[src/rtl/fram_xbar_if.sv]
// Client-side bus of the feature-RAM crossbar.
// Groups the per-port read/write request handshakes and the read response
// channel. 'master' is the client side (drives requests, sinks responses);
// 'slave' is the crossbar side.
//   rd_valid/rd_addr     -> read request per read port
//   rd_ready             <- read request accepted this cycle
//   rd_rsp_valid/_data   <- read response, fixed latency after accept
//   wr_valid/wr_addr/_data -> write request per write port
//   wr_ready             <- write accepted this cycle
interface fram_xbar_if #(
    parameter int ADDR_WIDTH = 16,
    parameter int DATA_WIDTH = 32,
    parameter int RD_PORTS   = 2,
    parameter int WR_PORTS   = 1
);
    logic [RD_PORTS-1:0]                 rd_valid;
    logic [RD_PORTS-1:0]                 rd_ready;
    logic [RD_PORTS-1:0][ADDR_WIDTH-1:0] rd_addr;
    logic [RD_PORTS-1:0]                 rd_rsp_valid;
    logic [RD_PORTS-1:0][DATA_WIDTH-1:0] rd_rsp_data;
    logic [WR_PORTS-1:0]                 wr_valid;
    logic [WR_PORTS-1:0]                 wr_ready;
    logic [WR_PORTS-1:0][ADDR_WIDTH-1:0] wr_addr;
    logic [WR_PORTS-1:0][DATA_WIDTH-1:0] wr_data;

    modport master (
        output rd_valid, rd_addr, wr_valid, wr_addr, wr_data,
        input  rd_ready, rd_rsp_valid, rd_rsp_data, wr_ready
    );

    modport slave (
        input  rd_valid, rd_addr, wr_valid, wr_addr, wr_data,
        output rd_ready, rd_rsp_valid, rd_rsp_data, wr_ready
    );
endinterface

[src/rtl/fram_xbar.sv]
// Multi-port crossbar between feature-RAM clients and a banked BRAM array.
// Every bank has its own round-robin arbiter over all requesters (write
// ports first, then read ports); losers stall with ready low. Read data
// returns in order a fixed RD_LATENCY cycles after accept.
// Ports:
//   clk, rst      single clock, asynchronous active-high reset
//   bus           client request/response bus (fram_xbar_if.slave)
//   bram_*        per-bank BRAM port: addr, wdata, we, en out; rdata in
//   stat_clr      synchronous clear of stall_cnt
//   stall_cnt     saturating count of cycles with any stalled request
// STALL_CNT_WIDTH (1..32) sets where the stall counter saturates; the
// output is always 32 bits, zero-extended.
module fram_xbar #(
    parameter int ADDR_WIDTH      = 16,
    parameter int DATA_WIDTH      = 32,
    parameter int BANK_NUM        = 8,
    parameter int RD_PORTS        = 2,
    parameter int WR_PORTS        = 1,
    parameter int RD_LATENCY      = 1,
    parameter int BANK_MAP        = 0,
    parameter int STALL_CNT_WIDTH = 32,
    localparam int BW = $clog2(BANK_NUM),
    localparam int LW = ADDR_WIDTH - BW
) (
    input  logic                               clk,
    input  logic                               rst,
    fram_xbar_if.slave                         bus,
    output logic [BANK_NUM-1:0][LW-1:0]        bram_addr,
    output logic [BANK_NUM-1:0][DATA_WIDTH-1:0] bram_wdata,
    output logic [BANK_NUM-1:0]                bram_we,
    output logic [BANK_NUM-1:0]                bram_en,
    input  logic [BANK_NUM-1:0][DATA_WIDTH-1:0] bram_rdata,
    input  logic                               stat_clr,
    output logic [31:0]                        stall_cnt
);
    localparam int NREQ = WR_PORTS + RD_PORTS;
    localparam int IW   = (NREQ > 1) ? $clog2(NREQ) : 1;

    function automatic logic [BW-1:0] bank_of(input logic [ADDR_WIDTH-1:0] a);
        if (BANK_MAP == 0) return a[ADDR_WIDTH-1 -: BW];
        return a[BW-1:0];
    endfunction

    function automatic logic [LW-1:0] local_of(input logic [ADDR_WIDTH-1:0] a);
        if (BANK_MAP == 0) return a[LW-1:0];
        return a[ADDR_WIDTH-1:BW];
    endfunction

    // Flattened requester view: index 0..WR_PORTS-1 writes, then reads.
    logic [NREQ-1:0]                 req_valid;
    logic [NREQ-1:0]                 req_grant;
    logic [NREQ-1:0][BW-1:0]         req_bank;
    logic [NREQ-1:0][LW-1:0]         req_local;
    logic [NREQ-1:0][DATA_WIDTH-1:0] req_wdata;

    logic [BANK_NUM-1:0]             bank_gnt;
    logic [BANK_NUM-1:0][IW-1:0]     bank_idx;
    logic [BANK_NUM-1:0][IW-1:0]     rr_q, rr_d;

    logic [RD_PORTS-1:0][RD_LATENCY-1:0]         rsp_vld_q, rsp_vld_d;
    logic [RD_PORTS-1:0][RD_LATENCY-1:0][BW-1:0] rsp_bank_q, rsp_bank_d;

    logic [STALL_CNT_WIDTH-1:0] stall_cnt_q, stall_cnt_d;
    logic                       any_stall;

    always_comb begin
        for (int i = 0; i < WR_PORTS; i++) begin
            // Nothing is granted while reset is held.
            req_valid[i] = bus.wr_valid[i] & ~rst;
            req_bank[i]  = bank_of(bus.wr_addr[i]);
            req_local[i] = local_of(bus.wr_addr[i]);
            req_wdata[i] = bus.wr_data[i];
        end
        for (int p = 0; p < RD_PORTS; p++) begin
            req_valid[WR_PORTS+p] = bus.rd_valid[p] & ~rst;
            req_bank[WR_PORTS+p]  = bank_of(bus.rd_addr[p]);
            req_local[WR_PORTS+p] = local_of(bus.rd_addr[p]);
            req_wdata[WR_PORTS+p] = '0;
        end
    end

    // Per-bank round robin: first valid requester for this bank, searching
    // upward cyclically from rr_q[b]; the pointer moves past the winner.
    always_comb begin
        int idx;
        idx       = 0;
        bank_gnt  = '0;
        bank_idx  = '0;
        req_grant = '0;
        rr_d      = rr_q;
        for (int b = 0; b < BANK_NUM; b++) begin
            for (int k = 0; k < NREQ; k++) begin
                idx = (int'(rr_q[b]) + k) % NREQ;
                if (!bank_gnt[b] && req_valid[idx] && (req_bank[idx] == BW'(b))) begin
                    bank_gnt[b]    = 1'b1;
                    bank_idx[b]    = IW'(idx);
                    req_grant[idx] = 1'b1;
                end
            end
            if (bank_gnt[b]) begin
                rr_d[b] = IW'((int'(bank_idx[b]) + 1) % NREQ);
            end
        end
    end

    always_comb begin
        for (int b = 0; b < BANK_NUM; b++) begin
            bram_en[b]    = bank_gnt[b];
            bram_we[b]    = bank_gnt[b] && (int'(bank_idx[b]) < WR_PORTS);
            bram_addr[b]  = bank_gnt[b] ? req_local[bank_idx[b]] : '0;
            bram_wdata[b] = bram_we[b] ? req_wdata[bank_idx[b]] : '0;
        end
        for (int i = 0; i < WR_PORTS; i++) begin
            bus.wr_ready[i] = req_grant[i];
        end
        for (int p = 0; p < RD_PORTS; p++) begin
            bus.rd_ready[p] = req_grant[WR_PORTS+p];
        end
    end

    // Response tracking: stage 0 captures the accept, last stage lines up
    // with the BRAM output of the accepted bank.
    always_comb begin
        for (int p = 0; p < RD_PORTS; p++) begin
            rsp_vld_d[p][0]  = req_grant[WR_PORTS+p];
            rsp_bank_d[p][0] = req_bank[WR_PORTS+p];
            for (int s = 1; s < RD_LATENCY; s++) begin
                rsp_vld_d[p][s]  = rsp_vld_q[p][s-1];
                rsp_bank_d[p][s] = rsp_bank_q[p][s-1];
            end
            bus.rd_rsp_valid[p] = rsp_vld_q[p][RD_LATENCY-1];
            bus.rd_rsp_data[p]  = rsp_vld_q[p][RD_LATENCY-1]
                                ? bram_rdata[rsp_bank_q[p][RD_LATENCY-1]] : '0;
        end
    end

    always_comb begin
        any_stall   = |(req_valid & ~req_grant);
        stall_cnt_d = stall_cnt_q;
        if (stat_clr) begin
            stall_cnt_d = '0;
        end else if (any_stall && (stall_cnt_q != '1)) begin
            stall_cnt_d = stall_cnt_q + 1'b1;
        end
        stall_cnt = 32'(stall_cnt_q);
    end

    always_ff @(posedge clk or posedge rst) begin
        if (rst) begin
            rr_q        <= '0;
            rsp_vld_q   <= '0;
            rsp_bank_q  <= '0;
            stall_cnt_q <= '0;
        end else begin
            rr_q        <= rr_d;
            rsp_vld_q   <= rsp_vld_d;
            rsp_bank_q  <= rsp_bank_d;
            stall_cnt_q <= stall_cnt_d;
        end
    end
endmodule

[src/flat_wrapper.sv]
// flat-port wrapper written by rule: the top's interface ports become plain ports
module fram_xbar_flat 
#(
    parameter int ADDR_WIDTH      = 16,
    parameter int DATA_WIDTH      = 32,
    parameter int BANK_NUM        = 8,
    parameter int RD_PORTS        = 2,
    parameter int WR_PORTS        = 1,
    parameter int RD_LATENCY      = 1,
    parameter int BANK_MAP        = 0,
    parameter int STALL_CNT_WIDTH = 32,
    localparam int BW = $clog2(BANK_NUM),
    localparam int LW = ADDR_WIDTH - BW
)
  (clk, rst, bram_addr, bram_wdata, bram_we, bram_en, bram_rdata, stat_clr, stall_cnt, bus_rd_valid, bus_rd_addr, bus_wr_valid, bus_wr_addr, bus_wr_data, bus_rd_ready, bus_rd_rsp_valid, bus_rd_rsp_data, bus_wr_ready);
  fram_xbar_if #(.ADDR_WIDTH(ADDR_WIDTH), .DATA_WIDTH(DATA_WIDTH), .RD_PORTS(RD_PORTS), .WR_PORTS(WR_PORTS)) bus_i ();
  input  logic clk;
  input  logic rst;
  output logic [BANK_NUM-1:0][LW-1:0] bram_addr;
  output logic [BANK_NUM-1:0][DATA_WIDTH-1:0] bram_wdata;
  output logic [BANK_NUM-1:0] bram_we;
  output logic [BANK_NUM-1:0] bram_en;
  input  logic [BANK_NUM-1:0][DATA_WIDTH-1:0] bram_rdata;
  input  logic stat_clr;
  output logic [31:0] stall_cnt;
  input wire logic [$bits(bus_i.rd_valid)-1:0] bus_rd_valid;
  input wire logic [$bits(bus_i.rd_addr)-1:0] bus_rd_addr;
  input wire logic [$bits(bus_i.wr_valid)-1:0] bus_wr_valid;
  input wire logic [$bits(bus_i.wr_addr)-1:0] bus_wr_addr;
  input wire logic [$bits(bus_i.wr_data)-1:0] bus_wr_data;
  output wire logic [$bits(bus_i.rd_ready)-1:0] bus_rd_ready;
  output wire logic [$bits(bus_i.rd_rsp_valid)-1:0] bus_rd_rsp_valid;
  output wire logic [$bits(bus_i.rd_rsp_data)-1:0] bus_rd_rsp_data;
  output wire logic [$bits(bus_i.wr_ready)-1:0] bus_wr_ready;
  assign bus_i.rd_valid = bus_rd_valid;
  assign bus_i.rd_addr = bus_rd_addr;
  assign bus_i.wr_valid = bus_wr_valid;
  assign bus_i.wr_addr = bus_wr_addr;
  assign bus_i.wr_data = bus_wr_data;
  assign bus_rd_ready = bus_i.rd_ready;
  assign bus_rd_rsp_valid = bus_i.rd_rsp_valid;
  assign bus_rd_rsp_data = bus_i.rd_rsp_data;
  assign bus_wr_ready = bus_i.wr_ready;
  fram_xbar #(.ADDR_WIDTH(ADDR_WIDTH), .DATA_WIDTH(DATA_WIDTH), .BANK_NUM(BANK_NUM), .RD_PORTS(RD_PORTS), .WR_PORTS(WR_PORTS), .RD_LATENCY(RD_LATENCY), .BANK_MAP(BANK_MAP), .STALL_CNT_WIDTH(STALL_CNT_WIDTH)) u_core (.clk(clk), .rst(rst), .bus(bus_i), .bram_addr(bram_addr), .bram_wdata(bram_wdata), .bram_we(bram_we), .bram_en(bram_en), .bram_rdata(bram_rdata), .stat_clr(stat_clr), .stall_cnt(stall_cnt));
endmodule
[config.mk]
export PLATFORM = sky130hd
export DESIGN_NAME = fram_xbar_flat
export DESIGN_NICKNAME = d
export VERILOG_FILES = /design/src/rtl/fram_xbar_if.sv /design/src/rtl/fram_xbar.sv /design/src/flat_wrapper.sv
export SDC_FILE = /design/constraint.sdc
export NUM_CORES = 1
export LEC_CHECK = 0
export BUFFER_PORTS_ARGS = -buffer_cell sky130_fd_sc_hd__buf_2
export CAP_MARGIN = 20
export CORE_AREA = 2 2 318 320
export CTS_CLUSTER_DIAMETER = 150
export DETAILED_ROUTE_END_ITERATION = 16
export DIE_AREA = 0 0 320 322
export GPL_ROUTABILITY_DRIVEN = 0
export PLACE_DENSITY = 0.43
export SLEW_MARGIN = 10
export SYNTH_ARGS = -nofsm -noshare
export SYNTH_HDL_FRONTEND = slang
export SYNTH_SLANG_ARGS = --single-unit
[constraint.sdc]
create_clock -name clk -period 13.5 [get_ports clk]
set_clock_uncertainty 0.2 [all_clocks]
set_input_delay 2.7 -clock clk [delete_from_list [all_inputs] [get_ports clk]]
set_output_delay 2.7 -clock clk [all_outputs]
set_load 0.1 [all_outputs]
==> impl_results.md <==
* Clk sinks at 56
* FILL cells at 11.32k
* Fraction of final layout cells sized beyond drive strength 1 at 42.59%
* Met3 wirelength from detailed routing at 6.361 mm
* Total of warnings raised by yosys at 0
* Core area at 0.09957 mm²
* Number of instances in the synthesized netlist at 1793
* Count of non-filler cells in the finished layout at 3766
* Hold depth at 2
* Number of post-CTS setup repair buffers at 0
* Type of the worst setup path: input pin to output pin
* Area of the mapped netlist at 0.01446 mm²
* Post-synth EDFFs at 0
* Wire length on met2 at 46.34 mm
* Switching pwr at 0.003072 W
* TNS Setup at 0 ps
* Minimum hold slack at 369.6 ps
* Starting utilization of the core area at 14.52%
* Max IR drop VDD at 196.5 µV
* Element type at the critical path start: input pin
* Count of final hold-check violations at 0
* Slowest library cell on the worst path: and3_1
* Number of routed nets with antenna violations at 0
* Vertical die dimension at 322 µm
* Relative contribution of sequential cells to total power at 5.4%
* Critical register-to-register path startpoint: u_core.rr_q[15]$_DFFE_PP0P_
* DR WL/cell at 24.72 µm
* Post-synthesis area per instance at 8.063 µm²
* Tmin final at 10090 ps
* RSZ-0062 raised after global routing: no
* Flop2flop setup slack at 8930 ps
* Post-synth ARST share at 100.0%
* Sequential fraction of the synthesis area at 9.693%
* Type of element capturing the critical path: output pin
* Detailed-placement wirelength estimate at 74.54 mm
* Total iterations of the first detailed-routing run at 6
* CTS HTree Levels at 2
* Ratio of final minimum period to clock period at 74.72%
* Maximum clock rate at 0.09914 GHz
* Routed vias/inst at 4.659
* Layout overhead on the synthesized area at 37.41%
* Maximum number of pins on one net before global-route repair at 65
* DR top layer: met5
* Power Dens Cells at 199.5 mW/mm²
* Max Slew Vio Count at 0
* Max clock buf depth at 2
* Transition time of the tightest slew-check pin at 1117 ps
* Int Pwr at 0.0008923 W
* Critical path cell sequence: buf_2, or3b_1, nor4b_1, a211oi_1, a21oi_1, o31ai_2, buf_4, inv_1, ha_1, nor2b_1, and3_1, and2_1, buf_2
* Final wirelength at 93.10 mm
* Net Sw Frac at 77.49%
* Total global routing overflow at 0
* Max-Cap Viols at 0
* Number of placement rows at 116
* Required arrival time at the worst endpoint at 10600 ps
* Top FF cell, synth: dfrtp_1
* Crit-path most repeated cell: buf_2
* Tot GR Track Use at 16.86%
* TritonCTS clock tree: yes
* Worst hold endpoint: u_core.stall_cnt[25]$_DFFE_PP0P_
* Drt drc at 0
* Initial DRC count at 1231
* Classification of the worst-slack hold path: flop to flop
* Placed cell count at 3739
* CP startpoint: rst
* Hold_sp: u_core.stall_cnt[25]$_DFFE_PP0P_
* Critical-path maximum fanout at 32
* Top library cells by usage in the layout, fill and taps aside: 818 x buf_2, 267 x and2_1, 168 x nor2_1
* Number of buffers created by CTS at 5
* Reported leakage power at 9.768 nW
* Quantity of hold-fixing buffers added after cts at 0
* DIE AREA at 0.1030 mm²
* Length in cells of the worst reg-to-reg path at 13
* First-pass GRT wire length at 127.9 mm
* Number of storage elements in the synthesis netlist at 56
* Critical R2R Capture: u_core.stall_cnt[6]$_DFFE_PP0P_
* Root cell of the clock tree: clkbuf_16
* Crit path largest cell delay at 910 ps
* Routed metal-1 wire length at 37.02 mm
* CTS-repair resized insts at 0
* Most common cell after layout, fill and taps aside: buf_2
* Part of the total power dissipated in combinational logic at 90.8%
* Total nets after synthesis at 2184
* Count of vias placed by the detailed router at 17.54k
* Setup violation total in the final timing report at 0
* Initial antenna violation count at 34
* Final nets at 2841
* Clock-pin transition on the worst setup and hold timing paths at 80 ps
* Buffers added on ports at 818
* Ports at 819
* Max transition margin at 25.53%
* Outcome: completed
* Endpoint arrival time on the critical path at 7190 ps
* Clock Latency Late Sink at 340 ps
* Number of distinct library cell variants in the gate-level netlist after synthesis at 88
* Width of the die at 320 µm
* Part of the total power dissipated in the clock network at 3.8%
* Vias in the first global route at 16.68k
[cells in the mapped netlist (29+ instances only)]
cell type / instances / area share (%)
a211oi_1: 73 / 3.8
a21oi_1: 86 / 3.0
and2_1: 267 / 12
and3_1: 31 / 1.3
buf_1: 29 / 0.75
clkbuf_1: 134 / 3.5
dfrtp_1: 56 / 9.7
ha_1: 49 / 4.2
inv_1: 55 / 1.4
mux2i_1: 150 / 10
mux4_2: 128 / 20
nand2_1: 95 / 2.5
nand3_1: 35 / 1.2
nor2_1: 168 / 4.4
nor2b_1: 88 / 3.8
nor3_1: 34 / 1.2
o31ai_1: 30 / 1.6
[layout make-up]
class	count	area (µm²)	share of cell area [%]
Inverter	55	206.4	1.039
Sequential cell	56	1414	7.117
Timing Repair Buffer	851	4357	21.93
Antenna cell	17	42.54	0.2141
Clock inverter	3	27.53	0.1386
Clock buffer	5	125.1	0.6298
Tap cell	1298	1624	8.175
Multi-Input combinational cell	1481	12070	60.76
[through the flow]
| step | total power (W) | util [%] | setup slack (ps) | instance area [µm²] |
|---|---|---|---|---|
| 2_1_floorplan | 0.003093 | - | 2546 | 14460 |
| 4_1_cts | 0.003973 | 19.88 | 3406 | 19790 |
| 5_1_grt | 0.004102 | 19.93 | 3220 | 19850 |
| 3_3_place_gp | 0.003820 | 19.73 | 3541 | 19640 |
| 3_5_place_dp | 0.003807 | 19.73 | 3422 | 19640 |
| 6_report | 0.003964 | 19.95 | 3413 | 19870 |
[sequential cells by signal, indices dropped and copies added (netlist names)]
signal / count
u_core.rsp_bank_q: 6
u_core.stall_cnt: 32
u_core.bus.rd_rsp_valid: 2
u_core.rr_q: 16
[layer usage]
metal  track usage (%)  vias up
li1                  -     7916
met1             20.14     8543
met2             29.76      950
met3             3.094      127
met4             6.656        8
met5                 0        -
[critical path: cells and delay by family]
| kind | cells | cell delay, ps |
|---|---|---|
| AOI/OAI and AO/OA | 3 | 440 |
| and+or+nand+nor | 5 | 2340 |
| adders and majority gates | 1 | 240 |
| buffers and inverters | 4 | 1400 |
[worst max path at each step]
stage                      endpoint  slack (ps)  cells after the start
floorplan            bram_wdata[10]        2550                     14
global placement    bram_wdata[186]        3540                     13
detailed placement  bram_wdata[190]        3420                     13
CTS                 bram_wdata[190]        3410                     13
global route        bram_wdata[190]        3220                     13
finish              bram_wdata[190]        3410                     13
[power by group through the flow]
stage / combinational [W] / clock [W] / sequential (W)
3_5_place_dp: 0.00359 / 0 / 0.000219
6_report: 0.00360 / 0.000150 / 0.000215
4_1_cts: 0.00360 / 0.000160 / 0.000216
2_1_floorplan: 0.00285 / 0 / 0.000248
5_1_grt: 0.00372 / 0.000164 / 0.000219
3_3_place_gp: 0.00360 / 0 / 0.000218
[logic make-up after synthesis]
kind of cell	share of synthesized area, %
AO/OA/AOI/OAI	15.06
multiplexers	31.65
flip-flops	9.693
adder cells (fa/ha/maj)	4.379
AND/OR/NAND/NOR	31.89
buffers and inverters	7.330
(Power assumes the default switching activity.)
